$ cat src/rtl/minirv_pkg.sv
// Shared types and encodings for the miniRV multi-cycle control path.
// The imm_sel / wb_sel codes are also used by the datapath muxes.
package minirv_pkg;

    typedef enum logic [2:0] {
        S_FETCH  = 3'd0,
        S_DECODE = 3'd1,
        S_EXEC   = 3'd2,
        S_MEM    = 3'd3,
        S_WB     = 3'd4,
        S_TRAP   = 3'd5
    } state_t;

    typedef enum logic [3:0] {
        OP_ADD,
        OP_ADDI,
        OP_LUI,
        OP_LW,
        OP_LBU,
        OP_SW,
        OP_SB,
        OP_JALR,
        OP_ILLEGAL
    } op_t;

    localparam logic [6:0] OPC_OP    = 7'b0110011;
    localparam logic [6:0] OPC_OPIMM = 7'b0010011;
    localparam logic [6:0] OPC_LUI   = 7'b0110111;
    localparam logic [6:0] OPC_LOAD  = 7'b0000011;
    localparam logic [6:0] OPC_STORE = 7'b0100011;
    localparam logic [6:0] OPC_JALR  = 7'b1100111;

    localparam logic [2:0] F3_ADD = 3'b000;
    localparam logic [2:0] F3_B   = 3'b000;
    localparam logic [2:0] F3_W   = 3'b010;
    localparam logic [2:0] F3_BU  = 3'b100;
    localparam logic [6:0] F7_ADD = 7'b0000000;

    localparam logic [1:0] IMM_I = 2'b00;
    localparam logic [1:0] IMM_S = 2'b01;
    localparam logic [1:0] IMM_U = 2'b10;

    localparam logic [1:0] WB_ALU  = 2'b00;
    localparam logic [1:0] WB_LOAD = 2'b01;
    localparam logic [1:0] WB_PC4  = 2'b10;

    localparam logic [1:0] SIZE_BYTE = 2'b00;
    localparam logic [1:0] SIZE_WORD = 2'b10;

    function automatic logic is_load(input op_t op);
        return (op == OP_LW) || (op == OP_LBU);
    endfunction

    function automatic logic is_store(input op_t op);
        return (op == OP_SW) || (op == OP_SB);
    endfunction

endpackage

$ cat src/rtl/instr_decoder.sv
// Combinational classifier: instruction word to miniRV op code.
// Anything outside the supported subset maps to OP_ILLEGAL.
module instr_decoder
    import minirv_pkg::*;
(
    input  logic [31:0] instr_i,
    output logic [3:0]  op_o
);

    op_t        op;
    logic [2:0] f3;
    logic [6:0] f7;
    logic       unused_instr_bits;

    assign f3 = instr_i[14:12];
    assign f7 = instr_i[31:25];
    // rd and rs fields never influence classification.
    assign unused_instr_bits = ^instr_i[24:7];

    always_comb begin
        op = OP_ILLEGAL;
        case (instr_i[6:0])
            OPC_OP:    if (f3 == F3_ADD && f7 == F7_ADD) op = OP_ADD;
            OPC_OPIMM: if (f3 == F3_ADD) op = OP_ADDI;
            OPC_LUI:   op = OP_LUI;
            OPC_LOAD: begin
                if (f3 == F3_W)       op = OP_LW;
                else if (f3 == F3_BU) op = OP_LBU;
            end
            OPC_STORE: begin
                if (f3 == F3_W)      op = OP_SW;
                else if (f3 == F3_B) op = OP_SB;
            end
            OPC_JALR:  if (f3 == F3_ADD) op = OP_JALR;
            default:   op = OP_ILLEGAL;
        endcase
    end

    assign op_o = op;

endmodule

$ cat src/rtl/multicycle_controller.sv
// Multi-cycle FETCH/DECODE/EXEC/MEM/WB control FSM for the miniRV core.
// Handshake: a request stays high until its grant; the grant cycle is the transfer.
module multicycle_controller
    import minirv_pkg::*;
#(
    parameter logic [31:0] RESET_PC    = 32'h0000_0000,
    parameter int          STALL_LIMIT = 255
) (
    input  logic        clk,
    input  logic        rst_n,
    input  logic [31:0] instr,
    input  logic        imem_gnt,
    input  logic        dmem_gnt,
    output logic        imem_req,
    output logic        dmem_req,
    output logic        dmem_we,
    output logic [1:0]  dmem_size,
    output logic        load_unsigned,
    output logic        ir_we,
    output logic [1:0]  imm_sel,
    output logic        alu_src_imm,
    output logic        alu_a_zero,
    output logic        reg_we,
    output logic [1:0]  wb_sel,
    output logic        pc_we,
    output logic        pc_sel,
    output logic [31:0] pc_init,
    output logic        illegal_instr,
    output logic        timeout_err,
    output logic [2:0]  state_dbg
);

    localparam int WCW = (STALL_LIMIT > 1) ? $clog2(STALL_LIMIT + 1) : 1;
    localparam logic [WCW-1:0] LIMIT = WCW'(STALL_LIMIT);

    state_t         state_q, state_d;
    op_t            op_q, op_d;
    logic [WCW-1:0] wait_q, wait_d;
    logic           illegal_q, illegal_d;
    logic           timeout_q, timeout_d;
    logic           run_q;
    logic [3:0]     dec_op;

    instr_decoder u_decoder (
        .instr_i (instr),
        .op_o    (dec_op)
    );

    always_comb begin
        state_d       = state_q;
        op_d          = op_q;
        wait_d        = wait_q;
        illegal_d     = illegal_q;
        timeout_d     = timeout_q;
        imem_req      = 1'b0;
        dmem_req      = 1'b0;
        dmem_we       = 1'b0;
        dmem_size     = SIZE_BYTE;
        load_unsigned = 1'b0;
        ir_we         = 1'b0;
        imm_sel       = IMM_I;
        alu_src_imm   = 1'b0;
        alu_a_zero    = 1'b0;
        reg_we        = 1'b0;
        wb_sel        = WB_ALU;
        pc_we         = 1'b0;
        pc_sel        = 1'b0;

        case (state_q)
            S_FETCH: begin
                // run_q holds the first fetch off until one edge after reset release.
                if (run_q) begin
                    imem_req = 1'b1;
                    if (imem_gnt) begin
                        ir_we   = 1'b1;
                        state_d = S_DECODE;
                    end
                end
            end
            S_DECODE: begin
                op_d = op_t'(dec_op);
                if (op_t'(dec_op) == OP_ILLEGAL) begin
                    illegal_d = 1'b1;
                    state_d   = S_TRAP;
                end else begin
                    state_d = S_EXEC;
                end
            end
            S_EXEC: begin
                state_d = (is_load(op_q) || is_store(op_q)) ? S_MEM : S_WB;
            end
            S_MEM: begin
                dmem_req      = 1'b1;
                dmem_we       = is_store(op_q);
                dmem_size     = (op_q == OP_LW || op_q == OP_SW) ? SIZE_WORD : SIZE_BYTE;
                load_unsigned = (op_q == OP_LBU);
                if (dmem_gnt) begin
                    if (is_store(op_q)) begin
                        pc_we   = 1'b1;
                        state_d = S_FETCH;
                    end else begin
                        state_d = S_WB;
                    end
                end
            end
            S_WB: begin
                reg_we  = (instr[11:7] != 5'd0);
                pc_we   = 1'b1;
                pc_sel  = (op_q == OP_JALR);
                state_d = S_FETCH;
                if (is_load(op_q))        wb_sel = WB_LOAD;
                else if (op_q == OP_JALR) wb_sel = WB_PC4;
            end
            S_TRAP:  state_d = S_TRAP;
            default: state_d = S_TRAP;
        endcase

        // Immediate and ALU selects stay stable from EXEC through the end of the instruction.
        if (state_q == S_EXEC || state_q == S_MEM || state_q == S_WB) begin
            case (op_q)
                OP_ADDI, OP_LW, OP_LBU, OP_JALR: begin
                    imm_sel     = IMM_I;
                    alu_src_imm = 1'b1;
                end
                OP_SW, OP_SB: begin
                    imm_sel     = IMM_S;
                    alu_src_imm = 1'b1;
                end
                OP_LUI: begin
                    imm_sel     = IMM_U;
                    alu_src_imm = 1'b1;
                    alu_a_zero  = 1'b1;
                end
                default: ;
            endcase
        end

        if ((imem_req && !imem_gnt) || (dmem_req && !dmem_gnt)) begin
            wait_d = wait_q + WCW'(1);
            if (STALL_LIMIT != 0 && wait_d == LIMIT) begin
                timeout_d = 1'b1;
                state_d   = S_TRAP;
            end
        end else begin
            wait_d = '0;
        end
    end

    always_ff @(posedge clk or negedge rst_n) begin
        if (!rst_n) begin
            state_q   <= S_FETCH;
            op_q      <= OP_ILLEGAL;
            wait_q    <= '0;
            illegal_q <= 1'b0;
            timeout_q <= 1'b0;
            run_q     <= 1'b0;
        end else begin
            state_q   <= state_d;
            op_q      <= op_d;
            wait_q    <= wait_d;
            illegal_q <= illegal_d;
            timeout_q <= timeout_d;
            run_q     <= 1'b1;
        end
    end

    assign pc_init       = RESET_PC;
    assign illegal_instr = illegal_q;
    assign timeout_err   = timeout_q;
    assign state_dbg     = state_q;

endmodule

$ cat config.mk
export PLATFORM = sky130hd
export DESIGN_NAME = multicycle_controller
export DESIGN_NICKNAME = d
export VERILOG_FILES = /design/src/rtl/minirv_pkg.sv /design/src/rtl/instr_decoder.sv /design/src/rtl/multicycle_controller.sv
export SDC_FILE = /design/constraint.sdc
export NUM_CORES = 1
export LEC_CHECK = 0
export BUFFER_PORTS_ARGS = -buffer_cell sky130_fd_sc_hd__buf_4
export CAP_MARGIN = 20
export CORE_UTILIZATION = 45
export CTS_CLUSTER_SIZE = 8
export DETAILED_ROUTE_END_ITERATION = 10
export GPL_ROUTABILITY_DRIVEN = 0
export PLACE_DENSITY = 0.89
export SETUP_SLACK_MARGIN = 0.5
export SYNTH_ARGS = -nofsm -noshare
export SYNTH_HDL_FRONTEND = slang
export SYNTH_SLANG_ARGS = --single-unit
export TNS_END_PERCENT = 1
$ cat constraint.sdc
create_clock -name clk -period 2.2 [get_ports clk]
set_input_delay 0.33 -clock clk [delete_from_list [all_inputs] [get_ports clk]]
set_output_delay 0.33 -clock clk [all_outputs]
set_load 0.05 [all_outputs]
**Word-level counts from Yosys, hierarchy flattened**

Cells that the tools add are included.

- $add $sub $neg: 1
- Equality and inequality tests: 21
- Mux-type cells: 42
- Reduce and logical (&&, ||, !) cells: 20

Operator list:

| operator | count |
|---|---|
| 4-bit two-way mux | 7 |
| 3-bit two-way mux | 8 |
| 4-bit case mux with 6 select lines | 1 |
| 7-bit by 6-bit == test with 1-bit output (second input constant) | 3 |
| 4-bit by 3-bit == test with 1-bit output (second input constant) | 4 |
| 1-bit two-way mux | 16 |
| 3-bit case mux with 5 select lines | 1 |
| 2-bit two-way mux | 6 |
| 3-bit by 2-bit == test with 1-bit output (second input constant) | 3 |
| 8-bit by 1-bit adder with 8-bit output (second input constant) | 1 |
| 4-bit by 2-bit == test with 1-bit output (second input constant) | 2 |
| 8-bit == test (second input constant) | 1 |
| 8-bit two-way mux | 1 |
| 7-bit by 2-bit == test with 1-bit output (second input constant) | 1 |
| 7-bit by 5-bit == test with 1-bit output (second input constant) | 1 |
| 7-bit == test (second input constant) | 1 |
| 7-bit logical NOT | 1 |
| 1-bit logical OR | 7 |
| 7-bit OR reduction | 1 |
| 3-bit == test (second input constant) | 2 |
| 3-bit logical NOT | 2 |
| 5-bit nonzero test | 1 |
| 4-bit by 1-bit == test with 1-bit output (second input constant) | 1 |
| 4-bit == test (second input constant) | 1 |
| 7 further kinds | 11 |

- Register bits after elaboration: 18
- Input port bits: 36
- Output and inout port bits: 53
- Word-level logic and storage cells: 90

**Longest topological paths before layout**

Gate-level depths: netlist of run 1.

- Depth in word-level cells: 9
- Depth in mapped cells: 6
- Mapped depth without buffers: 6

**Modules after synthesis**

A second synthesis of run 1 with hierarchy kept.

- Cell total of the unflattened synthesis: 197
- Area total of the unflattened synthesis: 1615.3 sq um

Modules (own cells, without submodules):

| module | times used | cells each | area each (sq um) | seq. area each (sq um) |
|---|---|---|---|---|
| multicycle_controller | 1 | 155 | 1340.0 | 451.7 |
| instr_decoder | 1 | 42 | 275.3 | 0.0 |

**Worst setup path after synthesis of run 1**

No wires, ideal clock.

- Kind: register to output
- Start: register state_q[1], in the netlist state_dbg[1]
- End: output imm_sel[1]
- Data arrival time: 3.214 ns
- Required time: 1.870 ns
- Path slack: -1.344 ns
- Cell stages (with the launch flop): 6
- Buffers on the path: 2
- Cell sequence: dfrtp_1 -> clkbuf_1 -> nor2b_1 -> a21oi_1 -> nor4_1 -> buf_4

- Cells in the longest elaborated chain, start to end: 4
- Elaborated cells between the ends (all ways): 6
- Classes of those cells: eq/ne: 3; mux: 1; reduce/logical: 2

RTL lines:

| element | line | source |
|---|---|---|
| start: declaration | multicycle_controller.sv:36 | `state_t state_q, state_d;` |
| start signal: assignment | multicycle_controller.sv:158 | `state_q <= state_d;` |
| 3-bit by 2-bit == test with 1-bit output | multicycle_controller.sv:119 | `if (state_q == S_EXEC \|\| state_q == S_MEM \|\| state_q == S_WB) begin` |
| 1-bit logical OR | multicycle_controller.sv:119 |  |
| 1-bit logical OR * | multicycle_controller.sv:119 |  |
| 2-bit two-way mux * | multicycle_controller.sv:119 |  |
| end: declaration | multicycle_controller.sv:20 | `output logic [1:0] imm_sel,` |

Every way passes the cells marked *; elsewhere a longest branch is shown, timed or not.

**Worst setup path in the final report of run 1**

- Start: register state_q[1], in the netlist state_dbg[1]
- End: output pc_we

- Cells in the longest elaborated chain, start to end: 2
- Elaborated cells between the ends (all ways): 3
- Classes of those cells: eq/ne: 2; mux: 1

RTL lines:

| element | line | source |
|---|---|---|
| 3-bit == test or 3-bit by 2-bit == test with 1-bit output (tied branches) | multicycle_controller.sv:69 | `case (state_q)` |
| 1-bit case mux with 2 select lines * | multicycle_controller.sv:69 |  |
| end: declaration | multicycle_controller.sv:25 | `output logic pc_we,` |

Marks and branches as above.

==> results of run 1 <==
## cell usage after synthesis, types with 2 or more instances
library cell	instances	area [um2]
nor3_1	10	50.1
a32oi_1	2	17.5
a21o_1	3	22.5
buf_1	2	7.51
o31ai_1	2	15.0
inv_1	3	11.3
clkbuf_1	9	33.8
a32o_1	2	20.0
nor2_1	23	86.3
nand2_1	15	56.3
or2_1	2	12.5
nand2b_1	2	12.5
nor2b_1	2	12.5
a21oi_1	8	40.0
a21boi_0	2	15.0
ha_1	2	25.0
xor2_1	9	78.8
nor4_1	3	18.8
nor3b_1	3	22.5
nor4b_1	2	17.5
buf_4	35	263
and2_1	3	18.8
nand4b_1	4	35.0
or4_1	2	15.0
dfrtp_1	17	425
nand3b_1	2	15.0
xnor2_1	2	17.5
nand3_1	3	15.0
and3b_1	2	17.5
o21ai_0	7	35.0
conb_1	2	7.51
## cell families (layout without fill, tap and decap cells)
kind of cell,after synthesis,after routing
compound gates,36,36
buf+inv,50,63
flops,18,18
simple gates,85,85
fa+ha+maj,2,2
xor+xnor,11,11
other cells,2,34
## sequential cells by signal, indices dropped and copies added, names as in the netlist
signal,cells
timeout_err,1
wait_q,8
op_q,4
state_dbg,3
illegal_instr,1
run_q,1
## metrics by stage
stage | utilization | hold WS [ns] | cells | area, um2 | power (mW)
after floorplan | - | 0.0344 | 236 | 1880 | 0.554
after global routing | 0.618 | 0.371 | 295 | 2110 | 0.786
after CTS | 0.614 | 0.351 | 295 | 2100 | 0.766
after global placement | 0.577 | 0.206 | 284 | 1970 | 0.554
final | 0.618 | 0.376 | 295 | 2110 | 0.760
after detailed placement | 0.577 | 0.209 | 284 | 1970 | 0.557
## worst register-to-register path, cell delays in order, from the launching register on
cell     delay [ns]
dfrtp_2        0.45
or4b_1         0.53
a21o_1         0.19
nor2_1         0.11
nor4b_2        0.37
or4_1          0.18
## how the worst min path moves through the flow
| stage | to | slack, ns | cells after the start | from |
|---|---|---|---|---|
| final | state_dbg[1]$_DFF_PN0_ | 0.38 | 4 | dmem_gnt |
| after global routing | state_dbg[1]$_DFF_PN0_ | 0.37 | 4 | dmem_gnt |
| after CTS | state_dbg[1]$_DFF_PN0_ | 0.35 | 4 | dmem_gnt |
| after detailed placement | wait_q[3]$_DFF_PN0_ | 0.21 | 1 | rst_n |
| after global placement | wait_q[3]$_DFF_PN0_ | 0.21 | 1 | rst_n |
| after floorplan | illegal_instr$_DFFE_PN0P_ | 0.03 | 0 | rst_n |
## timing repair
| action | 4_1_cts | 5_1_grt |
|---|---|---|
| pin swaps | 1 | 2 |
| resized for setup | 9 | 5 |
| hold buffers | 1 | 0 |
| endpoints found under the setup margin | 19 | 19 |
| setup buffers | 6 | 0 |
| endpoints found under the hold margin | 17 | 0 |
| gates cloned | 0 | 0 |
## power groups by stage
stage	combinational, mW	sequential, mW	clock [mW]
6_report	0.217	0.336	0.207
5_1_grt	0.231	0.336	0.219
4_1_cts	0.216	0.336	0.215
3_5_place_dp	0.215	0.342	0
3_3_place_gp	0.212	0.342	0
2_1_floorplan	0.212	0.341	0
## routing by layer
metal	vias up	wire [um]	global-route usage
met5	-	0	0
met3	5	187	0.0110
li1	737	-	-
met1	713	1460	0.239
met2	69	1780	0.324
met4	0	48	0.0610
## cells in the final DEF (no fill, tap or decap), types with 2 or more instances in the layout
cell type  count
nor2_4         2
o21ai_0        7
o31ai_1        2
nand2b_1       2
nand2_2        3
or4_1          2
or2_1          2
nor3_2         6
nor3b_1        3
nand3_1        3
nor2_1        21
buf_4         50
nand3b_1       2
nor4_1         2
inv_1          3
nand4b_1       4
dfrtp_2        6
a21oi_2        3
and3b_1        2
a32o_1         2
a21oi_1        6
nor3_1         4
nor4_4         2
xor2_1         9
clkbuf_4       3
a21o_1         3
dfrtp_1       11
conb_1        34
buf_6          4
a32oi_1        2
nand2_1       12
a21boi_0       2
## layout make-up
type	instances	area [um2]
Clock buffer	4	36.3
Fill cell	294	1310
Inverter	3	11.3
Multi-Input combinational cell	168	1100
Sequential cell	18	459
Tap cell	46	57.6
Timing Repair Buffer	56	445
==> key figures, run 1 <==
Power and ir drop
  – Pwr dens: 360 nW/um2
  – Leakage power: 0.896 nW
  – Combinational share of power: 0.286
  – Cell Int Power: 0.483 mW
  – Sequential power share: 0.442
  – Switching pwr: 0.277 mW
  – Clock share of power: 0.272
  – Net Sw Frac: 0.365
  – VDD IR-drop max: 0.000154 V

Synth
  – Synth unique cells: 50
  – Adder-cell share of the synthesized area: 0.0153
  – Post-Synth XOR/XNOR Area: 0.0588
  – Synth Flop Type: dfrtp_1
  – Post-synthesis mux area share: 0
  – Synth Area in Compound Gates: 0.157
  – Synth Area per Inst: 8.03 um2
  – FF+latch count, synth: 18
  – Seq/Total Area, Yosys: 0.276
  – Mapped Area: 1640 um2
  – Synth Instances: 204
  – Syn. warnings: 0
  – Simple-gate share of the synthesized area: 0.293
  – Main combinational cell family by area after synthesis: simple AND/OR/NAND/NOR gates
  – Async S/R FF share, synth: 1.00
  – Post-synth EDFFs: 0

Run
  – Max-cap violations: 0

Timing
  – Final Hold Viols: 0
  – FMAX: 526 MHz
  – Relative slew slack: 0.668
  – Final period utilization: 0.865
  – Post-layout minimum cycle time: 1.90 ns
  – TNS Setup: 0 ns
  – Clk_skew: 0.000705 ns
  – Worst-Margin Slew: 0.491 ns
  – Final setup fails: 0
  – RSZ-0062 raised after global routing: yes
  – Final worst slack: 0.297 ns
  – Slew Limit Fails: 0

CTS
  – Clock sink count: 18
  – Worst-Skew Late Latency: 0.30 ns
  – Worst-path clk slew: 0.10 ns
  – CTS root buf: clkbuf_4
  – CTS tree: built
  – CTS max path bufs: 2
  – Num CTS Buffers: 3
  – H-tree levels: 1

Route
  – DR WL/cell: 11.8 um
  – DRC viols: 0
  – Post-Route WL: 3480 um
  – First-pass DRT Iterations: 4
  – Vias per inst: 5.17
  – Routed vias: 1524
  – Initial drt markers: 59
  – Routed Antenna Nets: 0

Setup path
  – R2R setup slack: 0.32 ns
  – Reg2Reg Launch Point: state_dbg[1]$_DFF_PN0_
  – Setup crit start kind: flop
  – Crit-path most repeated cell: nand2_2
  – Stages on the worst setup path: 6
  – Worst-path cell chain: nor2b_4, nand4b_1, nor2_4, nand2_2, nand2_2, buf_8
  – Buf/Inv on CP: 1
  – Delay-heaviest family, CP: simple AND/OR/NAND/NOR gates
  – Critical Path Start: state_dbg[1]$_DFF_PN0_
  – Crit path capture type: output pin
  – Crit path max-delay cell type: dfrtp_2
  – Setup CP Type: reg2out
  – Reg-to-Reg End: state_dbg[0]$_DFF_PN0_
  – Critical Path Sink: pc_we
  – Worst-path maximum fanout: 5
  – Cells on worst reg2reg path: 5
  – CP required: 1.87 ns
  – CP arrival: 1.57 ns
  – CP peak stage delay: 0.41 ns

Layout
  – Fin nets: 288
  – Area growth from synthesis to layout: 28.7%
  – Ant. Diodes: 0
  – Share of cells above drive strength 1: 0.369

Global routing
  – Number of global-route vias before repair: 1323
  – Largest net degree at the start of global routing: 19
  – Grt total ovfl: 0
  – Initial antenna violation count: 0
  – GRT Total Usage: 0.184
  – Global-route wire length before repair: 5930 um

Floorplanning
  – I/O pins: 89
  – Die extent in y: 62.4 um
  – Die boundary width: 62.4 um
  – Die area: 3890 um2
  – Core box area: 3420 um2
  – Initial core utilization: 0.480
  – FP Rows: 21

Place
  – Dpl hpwl: 2520 um
  – Pre-CTS setup slack: 0.0301 ns
  – Port Buffers: 45

Min path
  – Hold Path Class: in2reg

Outcome
  – Status: finished, final reports clean
No activity file was read; power rests on OpenSTA's default activity.
==> run 2: changes to the inputs <==
--- a/config.mk
+++ b/config.mk
@@ -7,11 +7,11 @@
 export LEC_CHECK = 0
 export BUFFER_PORTS_ARGS = -buffer_cell sky130_fd_sc_hd__buf_4
 export CAP_MARGIN = 20
-export CORE_UTILIZATION = 45
+export CORE_UTILIZATION = 35
 export CTS_CLUSTER_SIZE = 8
 export DETAILED_ROUTE_END_ITERATION = 10
 export GPL_ROUTABILITY_DRIVEN = 0
-export PLACE_DENSITY = 0.89
+export PLACE_DENSITY = 0.73
 export SETUP_SLACK_MARGIN = 0.5
 export SYNTH_ARGS = -nofsm -noshare
 export SYNTH_HDL_FRONTEND = slang
==> key figures, run 2 (synthesis results as in run 1) <==
Min path
  – Hold Crit Depth: 4 (unchanged)
  – Hold Path Class: in2reg
  – Min-Delay Startpoint: dmem_gnt
  – Min-Delay Endpoint: state_dbg[1]$_DFF_PN0_

Timing
  – Final setup fails: 0 (unchanged)
  – RSZ-0062 raised after global routing: yes
  – Worst-Margin Slew: 0.516 ns (+0.0247 ns)
  – Clk_skew: 0.00482 ns (+0.00411 ns)
  – FMAX: 527 MHz (+0.21%)
  – Final period utilization: 0.863 (-0.00185)
  – Final Hold Viols: 0 (unchanged)
  – Slew Limit Fails: 0 (unchanged)
  – Relative slew slack: 0.651 (-0.0167)
  – Hold WS: 0.412 ns (+0.0367 ns)
  – Post-layout minimum cycle time: 1.90 ns (-0.00406 ns)
  – TNS Setup: 0 ns (unchanged)

Place
  – Post-DP Area: 1990 um2 (+0.76%)
  – Port Buffers: 45 (unchanged)
  – Dpl hpwl: 2490 um (-1.1%)

Floorplanning
  – Die extent in y: 70.4 um (+13%)
  – Die area: 4960 um2 (+28%)
  – FP Rows: 24 (+14%)
  – Initial core utilization: 0.371 (-0.109)
  – Die boundary width: 70.4 um (+13%)
  – I/O pins: 89 (unchanged)
  – Core box area: 4410 um2 (+29%)

Route
  – Initial drt markers: 106 (+80%)
  – First-pass DRT Iterations: 3 (-1)
  – DR WL/cell: 11.0 um (-7.0%)
  – Routed vias: 1441 (-5.4%)
  – Post-Route WL: 3270 um (-6.0%)
  – DRC viols: 0 (unchanged)
  – Vias per inst: 4.84 (-6.4%)
  – Routed Antenna Nets: 0 (unchanged)

CTS
  – Clock sink count: 18 (unchanged)
  – Worst-Skew Late Latency: 0.25 ns (-0.05 ns)
  – Worst-path clk slew: 0.06 ns (-0.04 ns)
  – Num CTS Buffers: 3 (unchanged)
  – CTS max path bufs: 2 (unchanged)
  – CTS tree: built
  – CTS root buf: clkbuf_8
  – H-tree levels: 1 (unchanged)

Global routing
  – Global-route wire length before repair: 5350 um (-9.8%)
  – Initial antenna violation count: 0 (unchanged)
  – Grt total ovfl: 0 (unchanged)
  – GRT Total Usage: 0.131 (-0.0535)
  – Number of global-route vias before repair: 1215 (-8.2%)
  – Largest net degree at the start of global routing: 19 (unchanged)

Outcome
  – Status: finished, final reports clean

Layout
  – Max FFs per register: 8 (unchanged)
  – Most common cell after layout, fill and taps aside: buf_4
  – Share of cells above drive strength 1: 0.362 (-0.00769)
  – Ant. Diodes: 0 (unchanged)
  – Largest Register: wait_q
  – Fin nets: 285 (-1.0%)
  – Area growth from synthesis to layout: 29.3%
  – Post-route cell area: 2120 um2 (+0.47%)
  – Commonest cells after routing, fill and taps aside: 48 x buf_4, 34 x conb_1, 21 x nor2_1

Setup path
  – R2R setup slack: 0.34 ns (+0.02 ns)
  – Setup CP Type: in2reg
  – Cells on worst reg2reg path: 5 (unchanged)
  – Reg2Reg Launch Point: wait_q[1]$_DFF_PN0_
  – Worst-path maximum fanout: 2 (-3)
  – Setup crit start kind: primary input
  – CP arrival: 2.02 ns (+0.45 ns)
  – Crit path capture type: flop
  – Reg-to-Reg End: state_dbg[0]$_DFF_PN0_
  – CP required: 2.32 ns (+0.45 ns)

Power and ir drop
  – Tot Pwr: 0.819 mW (+7.7%)
  – Pwr dens: 386 nW/um2 (+7.2%)
  – Leakage power: 0.913 nW (+2.0%)
  – VDD IR-drop max: 0.000240 V (+56%)

Run
  – Max-cap violations: 0 (unchanged)
-- run 2: changes by cell type in the layout (fill, tap and decap cells not counted), sizes merged --
cell and change:
buf -3
-- run 2: timing repair --
action,CTS,global route
pin swaps,1,2
setup endpoints to repair,19,19
hold buffers,1,0
endpoints found under the hold margin,17,0
setup buffers,2,0
resized for setup,5,8
cloned,0,0
-- run 2: worst max-delay path: stages --
cell and delay [ns]:
buf_4 0.10, or4_1 0.51, o2111a_1 0.29, nor4_4 0.18
a21oi_2 0.10, or4_1 0.50
-- run 2: routing by layer --
| metal | routed length [um] | track usage | share of wire | vias up |
|---|---|---|---|---|
| met4 | 45 | 0.0467 | 0.014 | 0 |
| met5 | 0 | 0 | 0 | - |
| met2 | 1530 | 0.219 | 0.47 | 52 |
| li1 | - | - | - | 730 |
| met3 | 169 | 0.0144 | 0.052 | 4 |
| met1 | 1530 | 0.172 | 0.47 | 655 |
-- run 2: worst max-delay path by stage --
stage	end	startpoint	slack, ns
after global routing	state_dbg[0]$_DFF_PN0_	instr[27]	0.25
final	state_dbg[0]$_DFF_PN0_	instr[27]	0.30
after detailed placement	state_dbg[0]$_DFF_PN0_	instr[27]	0.02
after global placement	state_dbg[0]$_DFF_PN0_	instr[27]	0.02
after CTS	state_dbg[0]$_DFF_PN0_	instr[27]	0.29
after floorplan	imm_sel[1]	state_dbg[1]$_DFF_PN0_	0.08
-- run 2: layout make-up --
| type | count | area [um2] |
|---|---|---|
| clock buffers | 4 | 55.1 |
| inverters | 3 | 11.3 |
| well taps | 52 | 65.1 |
| multi-input cells | 168 | 1100 |
| flip-flops and latches | 18 | 459 |
| repair buffers | 53 | 428 |
| fillers | 417 | 2290 |
-- run 2: power by group --
group	total [mW]	leakage (nW)	switching, mW	internal [mW]
logic	0.215	0.662	0.167	0.0486
clock network	0.267	0.0288	0.109	0.159
registers	0.336	0.223	0.00272	0.333
-- run 2: stage by stage --
stage	utilization	instances	worst slack, ns
2_1_floorplan	-	236	0.0798
6_report	0.480	298	0.301
3_5_place_dp	0.450	291	0.0206
5_1_grt	0.480	298	0.253
4_1_cts	0.475	298	0.291
3_3_place_gp	0.450	291	0.0235
==> run 3: changes to the inputs <==
==> constraint.sdc (replaced) <==
create_clock -name clk -period 1.9 [get_ports clk]
set_input_delay 0.285 -clock clk [delete_from_list [all_inputs] [get_ports clk]]
set_output_delay 0.285 -clock clk [all_outputs]
set_load 0.05 [all_outputs]
==> key figures, run 3 (synthesis results as in run 1) <==
Min path
  – Hold Path Class: in2reg
  – Min-Delay Startpoint: dmem_gnt

Timing
  – Relative slew slack: 0.657 (+0.00631)
  – Post-layout minimum cycle time: 1.83 ns
  – RSZ-0062 raised after global routing: yes
  – Final setup fails: 0 (unchanged)
  – Slew Limit Fails: 0 (unchanged)
  – Hold WS: 0.357 ns (-0.0548 ns)
  – Clk_skew: 0.00308 ns (-0.00174 ns)
  – Final period utilization: 0.963
  – FMAX: 547 MHz
  – Final Hold Viols: 0 (unchanged)
  – Worst-Margin Slew: 0.507 ns (-0.00933 ns)

CTS
  – CTS root buf: clkbuf_8
  – CTS max path bufs: 2 (unchanged)
  – Num CTS Buffers: 3 (unchanged)
  – CTS tree: built
  – Clock sink count: 18 (unchanged)
  – Worst-Skew Late Latency: 0.26 ns (about the same)
  – Worst-path clk slew: 0.07 ns (about the same)
  – H-tree levels: 1 (unchanged)

Power and ir drop
  – Leakage power: 0.927 nW (+1.5%)
  – Combinational share of power: 0.264 (about the same)
  – Clock share of power: 0.329 (+0.002)
  – VDD IR-drop max: 0.000232 V (-3.4%)
  – Switching pwr: 0.329 mW (+18%)
  – Tot Pwr: 0.957 mW (+17%)
  – Cell Int Power: 0.628 mW (+16%)
  – Pwr dens: 443 nW/um2 (+15%)
  – Net Sw Frac: 0.343 (+0.00388)
  – Sequential power share: 0.406 (-0.004)

Route
  – DRC viols: 0 (unchanged)
  – Post-Route WL: 3490 um (+6.7%)
  – Routed Antenna Nets: 0 (unchanged)
  – Routed vias: 1513 (+5.0%)
  – First-pass DRT Iterations: 4 (+1)
  – Initial drt markers: 120 (+13%)
  – Vias per inst: 5.01 (+3.6%)
  – DR WL/cell: 11.6 um (+5.3%)

Layout
  – Fill cell count: 413 (-0.96%)
  – Ant. Diodes: 0 (unchanged)
  – Cell Count, Final, Fillers Out: 302 (+1.3%)
  – Largest Register: wait_q
  – Most common cell after layout, fill and taps aside: buf_4
  – Max FFs per register: 8 (unchanged)
  – Area growth from synthesis to layout: 31.9%
  – Fin nets: 289 (+1.4%)
  – Commonest cells after routing, fill and taps aside: 53 x buf_4, 34 x conb_1, 20 x nor2_1
  – Share of cells above drive strength 1: 0.392 (+0.0302)

Setup path
  – Buf/Inv on CP: 1 (unchanged)
  – Crit path capture type: flop
  – CP arrival: 1.95 ns (-0.07 ns)
  – Crit-path most repeated cell: or4_1
  – Setup crit start kind: primary input
  – Reg2Reg Launch Point: wait_q[0]$_DFF_PN0_
  – Worst-path maximum fanout: 2 (unchanged)
  – Critical Path Start: instr[27]
  – Crit path max-delay cell type: or4_1
  – CP peak stage delay: 0.51 ns (about the same)
  – Worst-path cell chain: buf_4, or4_1, o2111a_2, nor4_4, a21oi_2, or4_1
  – CP required: 2.02 ns (-0.30 ns)
  – Setup CP Type: in2reg
  – Delay-heaviest family, CP: simple AND/OR/NAND/NOR gates

Floorplanning
  – FP Rows: 24 (unchanged)
  – Die extent in y: 70.4 um (unchanged)
  – Die boundary width: 70.4 um (unchanged)
  – Initial core utilization: 0.371 (unchanged)
  – I/O pins: 89 (unchanged)
  – Die area: 4960 um2 (unchanged)
  – Core box area: 4410 um2 (unchanged)

Global routing
  – Largest net degree at the start of global routing: 19 (unchanged)
  – Grt total ovfl: 0 (unchanged)
  – Initial antenna violation count: 0 (unchanged)
  – Global-route wire length before repair: 5660 um (+5.9%)
  – GRT Total Usage: 0.140 (+0.00933)
  – Number of global-route vias before repair: 1236 (+1.7%)

Place
  – Port Buffers: 45 (unchanged)
  – Placed Instances: 294 (+1.0%)
  – Dpl hpwl: 2530 um (+1.5%)

Outcome
  – Status: finished, final reports clean

Run
  – Max-cap violations: 0 (unchanged)
## run 3: cell types whose count changed in the layout (fill, tap and decap cells not counted), sizes merged
| cell | delta |
|---|---|
| buf | +4 |
## run 3: area by class of cell
cell class / instances / area, um2 / share of cell area
inverter: 3 / 11.3 / 0.00521
sequential: 18 / 462 / 0.214
clock buffer: 4 / 55.1 / 0.0255
timing repair buffer: 57 / 445 / 0.206
multi-input combinational: 168 / 1120 / 0.520
tap: 52 / 65.1 / 0.0301
## run 3: worst paths after layout
kind | end | slack (ns) | cells after the start
min in group asynchronous | timeout_err$_DFFE_PN0P_ | 0.43 | 2
worst max register to register | state_dbg[0]$_DFF_PN0_ | 0.09 | 6
worst min register to register | timeout_err$_DFFE_PN0P_ | 0.47 | 1
max in group asynchronous | op_q[3]$_DFFE_PN1N_ | 1.21 | 2
worst max-delay path | state_dbg[0]$_DFF_PN0_ | 0.07 | 6
worst min-delay path | state_dbg[1]$_DFF_PN0_ | 0.36 | 4
## run 3: power groups by stage
stage               Sequential [mW]  Clock, mW  Combinational [mW]
global route                  0.389      0.328               0.267
CTS                           0.389      0.322               0.253
detailed placement            0.396          0               0.251
finish                        0.389      0.315               0.253
global placement              0.396          0               0.249
floorplan                     0.395          0               0.246
## run 3: tightest hold or removal path, cell delays in order
cell      delay [ns]
buf_4           0.10
o21ai_0         0.07
nand2_1         0.06
a211oi_1        0.05
## run 3: repair_timing
action                                  in CTS  in global routing
hold endpoints to repair                    17                  0
buffers inserted                             3                  0
pin swaps                                    4                  2
resized for setup                           14                  6
gates cloned                                 0                  0
hold buffers                                 1                  0
endpoints found under the setup margin      28                 31
## run 3: routing by layer
layer / vias to the layer above / track usage / routed length (um)
li1: 742 / - / -
met1: 705 / 0.191 / 1560
met2: 61 / 0.226 / 1670
met3: 5 / 0.0115 / 205
met4: 0 / 0.0578 / 57
met5: - / 0 / 0
## run 3: metrics by stage
stage	TNS, ns	cell area [um2]	setup WS, ns	utilization
6_report	0	2160	0.0705	0.490
5_1_grt	0	2160	0.00240	0.490
4_1_cts	0	2150	0.0586	0.487
3_5_place_dp	-0.339	2010	-0.227	0.455
3_3_place_gp	-0.286	2010	-0.201	0.455
2_1_floorplan	-1.28	1880	-0.175	-
